<file path="config.mk">
export PLATFORM = sky130hd
export DESIGN_NAME = mmio_tx_fifo
export DESIGN_NICKNAME = d
export VERILOG_FILES = /design/src/rtl/mmio_tx_fifo_pkg.sv /design/src/rtl/fifo_regfile.sv /design/src/rtl/mmio_tx_fifo.sv
export SDC_FILE = /design/constraint.sdc
export NUM_CORES = 1
export LEC_CHECK = 0
export ABC_CLOCK_PERIOD_IN_PS = 2560
export CAP_MARGIN = 10
export CORE_MARGIN = 2
export CORE_UTILIZATION = 51
export CTS_CLUSTER_SIZE = 20
export DETAILED_ROUTE_END_ITERATION = 8
export GPL_ROUTABILITY_DRIVEN = 0
export PLACE_DENSITY = 0.65
export SYNTH_ARGS = -nofsm -noshare
export SYNTH_HDL_FRONTEND = slang
export SYNTH_SLANG_ARGS = --single-unit
</file>
<file path="constraint.sdc">
create_clock -name clk -period 2.56 [get_ports clk]
set_input_delay 0.384 -clock clk [delete_from_list [all_inputs] [get_ports clk]]
set_output_delay 0.384 -clock clk [all_outputs]
set_load 0.01 [all_outputs]
</file>
<file path="src/rtl/mmio_tx_fifo_pkg.sv">
// Shared constants for the MMIO console output path: byte width, FIFO depth and
// console register offsets so MMIO decode and the TX FIFO agree.
package mmio_tx_fifo_pkg;

  localparam int BYTE_W     = 8;
  localparam int FIFO_DEPTH = 16;

  // Console register offsets within the MMIO console window
  localparam logic [3:0] CONSOLE_DATA_OFS   = 4'h0;
  localparam logic [3:0] CONSOLE_STATUS_OFS = 4'h4;
  localparam logic [3:0] CONSOLE_FLUSH_OFS  = 4'h8;

  // Status read layout: {overflow, count}
  typedef struct packed {
    logic       overflow;
    logic [4:0] count;
  } console_status_t;

endpackage

</file>
<file path="src/rtl/fifo_regfile.sv">
// DEPTH x W register array: one synchronous write port, one asynchronous read port.
// Latency: write visible on the read port after the write edge; no backpressure.
module fifo_regfile #(
  parameter int DEPTH  = 16,
  parameter int ADDR_W = 4,
  parameter int W      = 8
) (
  input  logic              clk,
  input  logic              we,
  input  logic [ADDR_W-1:0] waddr,
  input  logic [W-1:0]      wdata,
  input  logic [ADDR_W-1:0] raddr,
  output logic [W-1:0]      rdata
);

  logic [W-1:0] mem [DEPTH];

  always_ff @(posedge clk) begin
    if (we) begin
      mem[waddr] <= wdata;
    end
  end

  assign rdata = mem[raddr];

endmodule

</file>
<file path="src/rtl/mmio_tx_fifo.sv">
// Show-ahead byte FIFO from MMIO console stores to the PDU UART transmitter; 1-cycle push-to-out latency.
// Backpressure: in_ready drops when full; a push while full without a pop is dropped and sets sticky overflow.
module mmio_tx_fifo
  import mmio_tx_fifo_pkg::*;
#(
  parameter int DEPTH  = FIFO_DEPTH,
  parameter int ADDR_W = $clog2(DEPTH)
) (
  input  logic              clk,
  input  logic              rst,
  input  logic              in_valid,
  input  logic [BYTE_W-1:0] in_data,
  output logic              in_ready,
  output logic              out_valid,
  output logic [BYTE_W-1:0] out_data,
  input  logic              out_accept,
  input  logic              flush,
  output logic [ADDR_W:0]   count,
  output logic              overflow
);

  localparam logic [ADDR_W:0] FULL_COUNT = DEPTH[ADDR_W:0];

  logic [ADDR_W-1:0] wr_ptr;
  logic [ADDR_W-1:0] rd_ptr;
  logic              full;
  logic              push;
  logic              pop;
  logic              drop;

  assign full      = (count == FULL_COUNT);
  assign in_ready  = ~full;
  assign out_valid = (count != '0);
  assign pop       = out_accept & out_valid;
  // A pop frees a slot in the same edge, so a full FIFO still takes a concurrent push
  assign push      = in_valid & (~full | pop);
  assign drop      = in_valid & ~push;

  fifo_regfile #(
    .DEPTH  (DEPTH),
    .ADDR_W (ADDR_W),
    .W      (BYTE_W)
  ) u_regfile (
    .clk   (clk),
    .we    (push & ~flush & ~rst),
    .waddr (wr_ptr),
    .wdata (in_data),
    .raddr (rd_ptr),
    .rdata (out_data)
  );

  always_ff @(posedge clk) begin
    if (rst || flush) begin
      wr_ptr   <= '0;
      rd_ptr   <= '0;
      count    <= '0;
      overflow <= 1'b0;
    end else begin
      if (push) wr_ptr <= wr_ptr + 1'b1;
      if (pop)  rd_ptr <= rd_ptr + 1'b1;
      case ({push, pop})
        2'b10:   count <= count + 1'b1;
        2'b01:   count <= count - 1'b1;
        default: count <= count;
      endcase
      if (drop) overflow <= 1'b1;
    end
  end

endmodule
</file>
==> results.ini, run 1 <==
[timing]
fmax_ghz = 0.401
tightestPinTransition_ps = 617
final-setup-viol-count = 0
relSlewSlack_pct = 58.7
slew_violations = 0
skew_ps = 5.23
finalHoldViolations = 0
rsz0062_at_grt = true
post-route-period-util_pct = 97.5
period_needed_ps = 2500
setup_tns_ps = 0

[clock_network]
cts_buffers = 17
cts_sinks = 146
root_buffer = clkbuf_16
cts_tree = done
cts_hold_buf = 0
cts.path.max_buffers = 2
insertion_delay_ps = 410
path_clk_slew_ps = 60
h-tree-depth = 4

[synthesis]
synth_area_leaders = edfxtp_1, mux4_2, dfxtp_1
synth_cell_types = 46
ys_ff_latch = 146
synth_commonest_cells = edfxtp_1, mux4_2, nor2_1
ys_seq_area_share_pct = 71.3
synth_edf_count = 128
synthCells = 332
synth_nets = 354
yosysWarnings = 0
avgSynthCellArea_um2 = 17.8
netlist_area_um2 = 5890
synth_top_area_cell = edfxtp_1
synth_ff_type = edfxtp_1
yosysTopAreaCellShare_pct = 65.2
async_reset_ff_share_pct = 0
yosysMostFrequentCell = edfxtp_1

[die]
dieArea_um2 = 12400
die_x_um = 112
die_h_um = 112
start_util_pct = 51.8
coreArea_um2 = 11400
row_count = 39
io_pins = 29

[power_and_ir_drop]
p_sw_w = 0.00101
power_density_nw_per_um2 = 698
total_power_w = 0.00502
p_seq_share_pct = 52.0
pwr-share-clk_pct = 43.8
switching_share_pct = 20.1
share_comb_of_total_power_pct = 4.2
p_leak_nw = 2.38
internal-power_w = 0.00401
ir_worst_vdd_uv = 487

[placement]
place_inst = 518
dp_hpwl_um = 7500
io_buffers = 28
dpl_cell_area_um2 = 6540

[global_routing]
grt_pass1_wl_um = 18600
track_usage_pct = 20.6
antenna_found_initial = 0
grt_max_degree = 33
grt_pass1_vias = 3412
grt.overflow.total = 0

[run_status]
status = complete, no violations

[setup_path]
arrival_ps = 2110
end_kind = primary output
path_max_fanout = 11
path_class = reg -> out
cp.required_ps = 2180
startpoint_type = register

[layout]
area_delta_synth_final_pct = 21.9
layout.cells.non_filler = 552
drive_gt1_share_pct = 29.1
fin_nets = 419
fillers = 821
antenna_cells = 0
utilization_pct = 63.2
final_area_um2 = 7190

[drt]
drt_pre_antenna_iters = 4
drc = 0
drt_iter0_markers = 240
routed-via-count = 3154
ant_nets = 0
vias_per_cell = 5.71
routed_wl_um = 11600
post_drt_wl_per_cell_um = 21.0

[hold_path]
hold_class = reg -> reg

[flow_run]
drv_cap = 0

## what timing repair did
item                                    in CTS  in global routing
pin swaps                                    3                  3
endpoints found under the setup margin       8                  4
cloned                                       1                  0
buffers inserted                             1                  1
resized for setup                           25                 10
## flip-flops by register name (all words and copies together) (netlist names), named ones only
signal,cells
u_regfile.mem,128
overflow,1
rd_ptr,4
wr_ptr,4
count,5
## power groups by stage
stage,logic (W),clock network [W],registers [W]
2_1_floorplan,0.000105,0,0.00265
3_3_place_gp,0.000204,0,0.00266
3_5_place_dp,0.000209,0,0.00266
4_1_cts,0.000212,0.00224,0.00261
5_1_grt,0.000236,0.00234,0.00261
6_report,0.000213,0.00220,0.00261
## final cells by class
class	instances	area [um^2]	share of cell area, %
timing repair buffer	59	558	7.76
multi-input combinational	165	1690	23.4
clock buffer	20	437	6.07
clock inverter	11	91.3	1.27
sequential	146	4210	58.5
tap	143	179	2.49
inverter	8	30.0	0.418
## final timing paths
check / startpoint / to / slack (ps) / cells after the start
max: register / out_data[0] / 60 / 5
min: overflow / overflow / 500 / 2
max reg2reg: count[0] / count[4] / 90 / 8
min reg2reg: overflow / overflow / 500 / 2
## worst max-delay path, cell delays in order, from the launching register on
cell           delay (ps)
dfxtp_4               420
buf_12                170
mux4_2                560
a22oi_2               180
nand2_1                80
dlygate4sd2_1         280
## per-stage QoR
step                      worst slack [ps]  hold slack, ps
after floorplan                        300             466
after global placement                 121             476
after detailed placement             -29.6             491
after CTS                             38.4             516
after global routing                 -22.8             556
final                                 64.4             502
## kinds of logic after synthesis
| group | Yosys count | share of synthesized area (%) |
|---|---|---|
| xor gates and xnor gates | 4 | 0.594 |
| muxes | 37 | 13.2 |
| AOI/OAI and AO/OA | 36 | 4.88 |
| and+or+nand+nor | 79 | 6.58 |
| buffers and inverters | 21 | 1.42 |
| DFF | 146 | 71.3 |
| adders and majority gates | 9 | 2.04 |
## metal layers
layer  GRT usage [%]  up-vias  share of wire, %  wire, um
met1            27.6     1601                45      5180
met3            5.44       14               4.1       481
met5               0        -                 0         0
met2            32.7       76                50      5750
met4            8.40        0               1.7       193
li1                -     1463                 -         -
## cells in the final DEF (no fill, tap or decap), drive strengths merged, types with 3 or more instances in the layout
| master | synthesis | layout |
|---|---|---|
| buf | 6 | 32 |
| nand3 | 5 | 5 |
| or4 | 3 | 3 |
| clkinv | 0 | 7 |
| nor3 | 4 | 4 |
| nand4 | 4 | 4 |
| inv | 8 | 8 |
| ha | 8 | 8 |
| nor2b | 5 | 5 |
| clkbuf | 7 | 20 |
| clkinvlp | 0 | 3 |
| mux2i | 4 | 4 |
| dfxtp | 18 | 18 |
| o31ai | 3 | 3 |
| edfxtp | 128 | 128 |
| dlygate4sd2 | 0 | 6 |
| a22oi | 16 | 16 |
| nor2 | 32 | 32 |
| mux4 | 32 | 32 |
| nand2 | 17 | 17 |
| o21ai | 3 | 3 |
| clkdlybuf4s50 | 0 | 20 |
No activity file was read; power rests on OpenSTA's default activity.
==> inputs of run 2 (changes only) <==
--- a/config.mk
+++ b/config.mk
@@ -13,6 +13,7 @@
 export DETAILED_ROUTE_END_ITERATION = 8
 export GPL_ROUTABILITY_DRIVEN = 0
 export PLACE_DENSITY = 0.65
+export SLEW_MARGIN = 30
 export SYNTH_ARGS = -nofsm -noshare
 export SYNTH_HDL_FRONTEND = slang
 export SYNTH_SLANG_ARGS = --single-unit
==> results of run 2 <==
The final DEF is identical to that of run 1; final timing and power are the same.
